$ cat src/rtl/rom_arb_pkg.sv
// Shared types and the address legality check used by both ROM ports.
package rom_arb_pkg;

   // Which port owns the ROM in the current cycle.
   typedef enum logic {OWNER_IF, OWNER_LD} owner_t;

   // A legal access is word aligned and indexes a word inside the ROM.
   // Callers zero-extend their address to 64 bits so one function serves any WIDTH up to 64.
   function automatic logic addr_ok(input logic [63:0] addr, input int unsigned depth);
      return (addr[1:0] == 2'b00) && ((addr >> 2) < 64'(depth));
   endfunction

endpackage

$ cat src/rtl/rom_resp_reg.sv
// One-stage response register for a ROM port: rvalid pulses the cycle after a grant,
// rdata carries the ROM word sampled at grant time (zero for an illegal access).
module rom_resp_reg
   import rom_arb_pkg::*;
#(
   parameter int WIDTH = 32
) (
   input  logic             clock,
   input  logic             reset,
   input  logic             gnt,
   input  logic             ok,
   input  logic [WIDTH-1:0] rom_rdata,
   output logic             rvalid,
   output logic [WIDTH-1:0] rdata,
   output logic             err
);

   // Capture the response of this cycle's grant; rdata holds between responses.
   always_ff @(posedge clock) begin
      // NOTE: state is updated with non-blocking assignments so every register samples
      // the pre-edge values regardless of statement order.
      if (reset) begin
         rvalid <= 1'b0;
         err    <= 1'b0;
         rdata  <= '0;
      end else begin
         rvalid <= gnt;
         err    <= gnt & ~ok;
         if (gnt) begin
            rdata <= ok ? rom_rdata : '0;
         end
      end
   end

endmodule

$ cat src/rtl/rom_port_arbiter.sv
// Arbitrates the single-port instruction ROM between the fetch (IF) and load (LD) ports.
// LD has priority but may take at most LD_BURST consecutive grants while IF is waiting.
// Illegal addresses still consume a grant slot but never reach the ROM address bus.
module rom_port_arbiter
   import rom_arb_pkg::*;
#(
   parameter int WIDTH    = 32,
   parameter int DEPTH    = 2048,
   parameter int LD_BURST = 4
) (
   input  logic             clock,
   input  logic             reset,
   input  logic             if_req,
   input  logic [WIDTH-1:0] if_addr,
   output logic             if_gnt,
   output logic             if_rvalid,
   output logic [WIDTH-1:0] if_rdata,
   output logic             if_err,
   input  logic             ld_req,
   input  logic [WIDTH-1:0] ld_addr,
   output logic             ld_gnt,
   output logic             ld_rvalid,
   output logic [WIDTH-1:0] ld_rdata,
   output logic             ld_err,
   output logic [WIDTH-1:0] rom_address,
   input  logic [WIDTH-1:0] rom_rdata
);

   localparam int CW = $clog2(LD_BURST + 1);
   localparam logic [CW-1:0] BURST_MAX = CW'(LD_BURST);

   logic [CW-1:0]    burst_cnt;
   logic [WIDTH-1:0] last_addr;
   owner_t           owner;
   logic             any_gnt;
   logic             gnt_ok;
   logic [WIDTH-1:0] gnt_addr;
   logic             if_ok;
   logic             ld_ok;

   assign if_ok = addr_ok(64'(if_addr), DEPTH);
   assign ld_ok = addr_ok(64'(ld_addr), DEPTH);

   // Grant decision: LD first unless IF is waiting and LD has used up its burst allowance.
   always_comb begin
      // NOTE: every output of this block gets a default first, so no path leaves a latch.
      if_gnt = 1'b0;
      ld_gnt = 1'b0;
      owner  = OWNER_IF;
      if (!reset) begin
         if (ld_req && (!if_req || burst_cnt < BURST_MAX)) begin
            ld_gnt = 1'b1;
            owner  = OWNER_LD;
         end else if (if_req) begin
            if_gnt = 1'b1;
         end
      end
   end

   // Address mux: only a legal granted address is driven; otherwise the last one is held.
   always_comb begin
      any_gnt     = if_gnt | ld_gnt;
      gnt_addr    = (owner == OWNER_LD) ? ld_addr : if_addr;
      gnt_ok      = (owner == OWNER_LD) ? ld_ok : if_ok;
      rom_address = (any_gnt && gnt_ok) ? gnt_addr : last_addr;
   end

   // Burst counter and held ROM address.
   always_ff @(posedge clock) begin
      if (reset) begin
         burst_cnt <= '0;
         last_addr <= '0;
      end else begin
         if (!if_req || if_gnt) begin
            burst_cnt <= '0;
         end else if (ld_gnt && burst_cnt < BURST_MAX) begin
            burst_cnt <= burst_cnt + 1'b1;
         end
         if (any_gnt && gnt_ok) begin
            last_addr <= gnt_addr;
         end
      end
   end

   rom_resp_reg #(.WIDTH(WIDTH)) u_if_resp (
      .clock     (clock),
      .reset     (reset),
      .gnt       (if_gnt),
      .ok        (if_ok),
      .rom_rdata (rom_rdata),
      .rvalid    (if_rvalid),
      .rdata     (if_rdata),
      .err       (if_err)
   );

   rom_resp_reg #(.WIDTH(WIDTH)) u_ld_resp (
      .clock     (clock),
      .reset     (reset),
      .gnt       (ld_gnt),
      .ok        (ld_ok),
      .rom_rdata (rom_rdata),
      .rvalid    (ld_rvalid),
      .rdata     (ld_rdata),
      .err       (ld_err)
   );

endmodule
$ cat config.mk
export PLATFORM = sky130hd
export DESIGN_NAME = rom_port_arbiter
export DESIGN_NICKNAME = d
export VERILOG_FILES = /design/src/rtl/rom_arb_pkg.sv /design/src/rtl/rom_resp_reg.sv /design/src/rtl/rom_port_arbiter.sv
export SDC_FILE = /design/constraint.sdc
export NUM_CORES = 1
export LEC_CHECK = 0
export CORE_UTILIZATION = 41
export DETAILED_ROUTE_END_ITERATION = 8
export PLACE_DENSITY_LB_ADDON = 0.15
export SLEW_MARGIN = 10
export SYNTH_ARGS = -nofsm -noshare
export SYNTH_HDL_FRONTEND = slang
export SYNTH_SLANG_ARGS = --single-unit
$ cat constraint.sdc
create_clock -name clock -period 1.96 [get_ports clock]
set_input_delay 0.196 -clock clock [delete_from_list [all_inputs] [get_ports clock]]
set_output_delay 0.196 -clock clock [all_outputs]
set_load 0.02 [all_outputs]
After elaboration in Yosys (flattened, before gate mapping)
Index checks and enable logic that the tools add are counted.

storage, ports and cells
  register bits = 103
  latch bits = 0
  RAM bits = 0
  ROM bits = 0
  input bits = 100
  output and inout bits = 102
  word-level logic and storage cells = 38
  memories = 0

cells by class
  $add $sub $neg = 1
  multipliers = 0
  divide/modulo/power cells = 0
  order comparisons = 3
  equality and inequality tests = 0
  shifts and indexed selects = 0
  multiplexer cells = 10
  bitwise logic cells = 5
  reduce and logical (&&, ||, !) cells = 11

operator list
  kind                  number
  $mux 32               4
  $lt 30x12->1 const B  2
  $mux 1                6
  $logic_and 1x1->1     5
  $logic_not 2->1       2
  $add 3x1->3 const B   1
  $lt 3x3->1 const B    1
  $and 1x1->1           2
  $logic_or 1x1->1      2
  $not 1->1             2
  $reduce_or 2->1       1
  $logic_not 1->1       1
  $or 1x1->1            1

Depth between registers and ports, before layout
Gate-level depths: netlist of run 1.

  depth in word-level cells = 8
  mapped depth = 7
  gate-level depth less buffers = 4

By module
A second synthesis of run 1 with hierarchy kept.

second synthesis, totals
  cells, all modules = 498
  area, all modules = 5487.8 um^2

by module, submodules not included
  module            times used  cells an instance  area an instance (um^2)  seq. area each (um^2)
  rom_resp_reg      2           147                1788.0                   680.7
  rom_port_arbiter  1           204                1911.8                   700.7

Worst setup path before layout of run 1
OpenSTA, ideal clock, no wires.

  path kind = reg2out
  start point = register burst_cnt[2]
  end point = output port rom_address[31]
  arrival = 1671 ps
  data required time = 1764 ps
  path slack = 93 ps
  stages on the path, launching flop included = 7
  buffers on the path = 2
  cells stage by stage = dfxtp_1 nand2b_1 and3_1 buf_2 a32oi_4 buf_2 and2_1

on the way
  longest elaborated chain between the ends = 8
  elaborated cells on any way between the ends = 12

ends and longest elaborated chain
  what                                         RTL line                                        source
  from (decl)                                  rom_port_arbiter.sv:32                          logic [CW-1:0] burst_cnt;
  from (signal assigned)                       rom_port_arbiter.sv:77                          burst_cnt <= burst_cnt + 1'b1;
  $lt 3x3->1 (*)                               rom_port_arbiter.sv:51                          if (ld_req && (!if_req || burst_cnt < BURST_MAX)) begin
  $logic_or 1x1->1 (*)                         rom_port_arbiter.sv:51
  $logic_and 1x1->1 (*)                        rom_port_arbiter.sv:51
  $mux 1                                       rom_port_arbiter.sv:51
  $mux 1                                       rom_port_arbiter.sv:50                          if (!reset) begin
  $or 1x1->1 / $mux 1 (equally long branches)  rom_port_arbiter.sv:62, rom_port_arbiter.sv:64
  $logic_and 1x1->1                            rom_port_arbiter.sv:65                          rom_address = (any_gnt && gnt_ok) ? gnt_addr : last_addr;
  $mux 32 (*)                                  n/a
  to (decl)                                    rom_port_arbiter.sv:25                          output logic [WIDTH-1:0] rom_address,

Every way passes the cells marked *; elsewhere a longest branch is shown, timed or not.

Worst setup path in the final report of run 1
  start point = input port if_addr[30]
  end point = output port rom_address[8]

on the way
  longest elaborated chain between the ends = 5

ends and longest elaborated chain
  what               RTL line                source
  from (decl)        rom_port_arbiter.sv:14  input logic [WIDTH-1:0] if_addr,
  $lt 30x12->1       rom_arb_pkg.sv:10       return (addr[1:0] == 2'b00) && ((addr >> 2) < 64'(depth));
  $logic_and 1x1->1  rom_arb_pkg.sv:10
  $mux 1             rom_port_arbiter.sv:64  gnt_ok = (owner == OWNER_LD) ? ld_ok : if_ok;
  $logic_and 1x1->1  rom_port_arbiter.sv:65
  $mux 32            n/a

Every way passes these cells.

==> results of run 1 <==
## synth_stat cells
| master | instances |
|---|---|
| and2_1 | 21 |
| nand2b_1 | 1 |
| clkbuf_1 | 39 |
| o21ai_0 | 11 |
| nand3_1 | 11 |
| and3_1 | 23 |
| a21boi_1 | 1 |
| mux2_2 | 4 |
| a21bo_2 | 1 |
| ha_1 | 1 |
| nand4_1 | 64 |
| mux2i_1 | 11 |
| nor3_1 | 2 |
| nor2_1 | 10 |
| nor2_4 | 1 |
| buf_2 | 8 |
| nand2_1 | 88 |
| mux2_4 | 7 |
| buf_1 | 2 |
| a21oi_1 | 64 |
| a21o_1 | 11 |
| buf_6 | 1 |
| xor2_1 | 1 |
| a32oi_4 | 1 |
| nor4_4 | 1 |
| inv_2 | 1 |
| or4_1 | 3 |
| dfxtp_1 | 103 |
| nor4_1 | 4 |
| or4_4 | 1 |
| and4_1 | 2 |
| a21boi_0 | 2 |
## layout by cell type (no fill, tap or decap), drive strengths merged, types with 2 or more instances in the layout
cell type / netlist / final
clkdlybuf4s50: 0 / 143
dfxtp: 103 / 103
nand2: 88 / 88
buf: 11 / 86
nand4: 64 / 64
a21oi: 64 / 64
and3: 23 / 23
and2: 21 / 21
clkbuf: 39 / 18
nand3: 11 / 11
a21o: 11 / 11
mux2i: 11 / 11
o21ai: 11 / 11
nor2: 11 / 11
mux2: 11 / 11
dlygate4sd2: 0 / 8
dlymetal6s2s: 0 / 6
nor4: 5 / 5
or4: 4 / 4
clkdlybuf4s15: 0 / 4
a21boi: 3 / 3
nor3: 2 / 2
and4: 2 / 2
clkinv: 0 / 2
## cell families (layout without fill, tap and decap cells)
logic type / Yosys count / count (layout) / synth area share (%)
adders and majority gates: 1 / 1 / 0.291
muxes: 22 / 22 / 6.06
AOI/OAI and AO/OA: 91 / 91 / 12.1
xor gates and xnor gates: 1 / 1 / 0.204
and+or+nand+nor: 232 / 232 / 28.5
buffers and inverters: 51 / 270 / 4.87
DFF: 103 / 103 / 48.0
## power breakdown
part,leakage [nW],internal [W],total [W],switching [W]
Sequential,0.831,0.00210,0.00210,0.00000216
Clock,0.0968,0.000632,0.00132,0.000691
Combinational,1.96,0.000241,0.000435,0.000194
Total,2.88,0.00297,0.00386,0.000887
## path summary, 6_finish.rpt
path,from,end,depth (start not counted)
max,if_addr[30],rom_address[8],8
min,reset,u_ld_resp.rvalid$_SDFF_PP0_,3
max reg2reg,burst_cnt[2]$_SDFFE_PP0P_,last_addr[25]$_SDFF_PP0_,8
min reg2reg,u_ld_resp.rdata[22]$_SDFFE_PP0P_,u_ld_resp.rdata[22]$_SDFFE_PP0P_,2
## state kept, by name, summed over array words and instances, names as in the netlist
name,flops
burst_cnt,3
u_ld_resp.rvalid,1
u_ld_resp.err,1
u_ld_resp.rdata,32
u_if_resp.err,1
last_addr,32
u_if_resp.rdata,32
u_if_resp.rvalid,1
## through the flow
| stage | util [%] | instances | worst slack, ns | TNS [ns] | cell area [um2] |
|---|---|---|---|---|---|
| 3_3_place_gp | 66.8 | 826 | -0.841 | -41.45 | 6650 |
| 6_report | 71.4 | 853 | -0.287 | -7.97 | 7110 |
| 5_1_grt | 71.4 | 853 | -0.369 | -10.61 | 7110 |
| 3_5_place_dp | 66.8 | 826 | -0.857 | -43.44 | 6650 |
| 4_1_cts | 69.6 | 847 | -0.293 | -8.55 | 6930 |
| 2_1_floorplan | - | 501 | 0.0934 | 0 | 4290 |
## timing repair
action,in CTS,in global routing
setup endpoints to repair,45,34
pin swaps,8,11
gates resized for setup,209,69
gates cloned,2,0
setup buffers,3,6
## critical path, stage by stage
cell             delay (ns)
clkdlybuf4s50_1        0.41
nor4_1                 0.26
and4_4                 0.33
a32oi_4                0.12
buf_12                 0.16
buf_12                 0.14
mux2_4                 0.30
buf_6                  0.13
## layer usage
layer,global-route usage [%],routed length [um]
met2,45.2,7420
met4,5.51,206
met3,6.02,854
met1,30.5,5940
met5,0,0
## cell type report
cell class	count	area share (%)
clock buffers	12	2.04
clock inverters	4	0.774
inverters	1	0.0528
multi-input cells	347	29.9
flip-flops and latches	103	29.0
well taps	133	2.34
repair buffers	253	35.8
==> reports/qor.yml, run 1 <==
outcome: "complete, but fails checks"
violations: "setup timing"
syn_area_per_cell_um2: 8.57
drt-initial-drc-count: 195
n_antenna_cell: 0
yosysTopAreaCell: "dfxtp_1"
grt_pass1_vias: 4385
total_power_w: 0.00386
ys_warn_count: 0
dpl.hpwl_um: 9900
hold_viol: 0
fmax_ghz: 0.445
dr.pass1.iters: 4
clk_pin_slew_ns: 0.09
grt_pass1_wl_um: 22400
wirelength_um: 14400
cp.required_ns: 1.76
hp-class: "primary input to flip-flop"
ios: 202
postRouteAntennaNets: 0
die_w_um: 104
insertion_delay_ns: 0.35
worst_pin_slew_ns: 0.458
globalplace.congestion: 0.834
final.min_clock_period_ns: 2.25
p_leak_nw: 2.88
die_h_um: 104
via_per_inst: 5.34
cp-end-kind: "output port"
globalRouteTotalUtil_pct: 25.3
fin_skew_ns: 0.0118
drc_errors: 0
maxSlewHeadroom_pct: 69.5
syn_inst: 501
die_area_um2: 10900
arrival_ns: 2.05
ys_seq_elements: 103
synth_top_area_share_pct: 48.0
grt_max_degree: 45
slew_viol_final: 0
max-cap-violations: 0
power.density_nw_per_um2: 542
hold_slack_ns: 0.320
multi_input_area_um2: 2130
vias: 4559
detail_route.wl_per_cell_um: 16.9
cts_tree: "yes"
finalCritPeriodShare_pct: 115
peakVddDrop_mv: 0.392
cts_sinks: 103
synth_cell_types: 32
drive_gt1_share_pct: 21.5
cts_buffers: 9
regArea_um2: 2060
rsz0062_at_grt: "yes"
overflow: 0
cp-start-kind: "primary input"
core_area_um2: 9950
clk_path_buf_depth: 2
fp-row-count: 36
critPathKind: "primary input to output port"
fillers: 793
synth-seq-area-share_pct: 48.0
r2r_slack_ns: 0.22
nNetsFinal: 816
port_buffers: 201
ctsHoldBuffers: 0
antenna_found_initial: 0
synth_area_leaders: "dfxtp_1, nand4_1, nand2_1, a21oi_1, clkbuf_1"
syn_nets: 602
layout_setup_ws_ns: -0.287
setup_viol: 32
cp_max_fo: 7
start_util_pct: 43.1
cts.htree.levels: 3
synthesis.area_um2: 4290
areaGrowthSynthToFinish_pct: 65.6
clockRootBuffer: "clkbuf_8"
Power figures use the tool's default switching activity.
==> run 2, diff against run 1 <==
--- a/config.mk
+++ b/config.mk
@@ -6,6 +6,7 @@
 export NUM_CORES = 1
 export LEC_CHECK = 0
 export CORE_UTILIZATION = 41
+export CTS_CLUSTER_SIZE = 28
 export DETAILED_ROUTE_END_ITERATION = 8
 export PLACE_DENSITY_LB_ADDON = 0.15
 export SLEW_MARGIN = 10
==> results of run 2 <==
No change in the layout: final DEF, timing and power equal those of run 1.
==> run 3, diff against run 2 <==
--- a/config.mk
+++ b/config.mk
@@ -8,6 +8,7 @@
 export CORE_UTILIZATION = 41
 export CTS_CLUSTER_SIZE = 28
 export DETAILED_ROUTE_END_ITERATION = 8
+export GPL_ROUTABILITY_DRIVEN = 0
 export PLACE_DENSITY_LB_ADDON = 0.15
 export SLEW_MARGIN = 10
 export SYNTH_ARGS = -nofsm -noshare
==> results of run 3 <==
No change in the layout: final DEF, timing and power equal those of run 1.
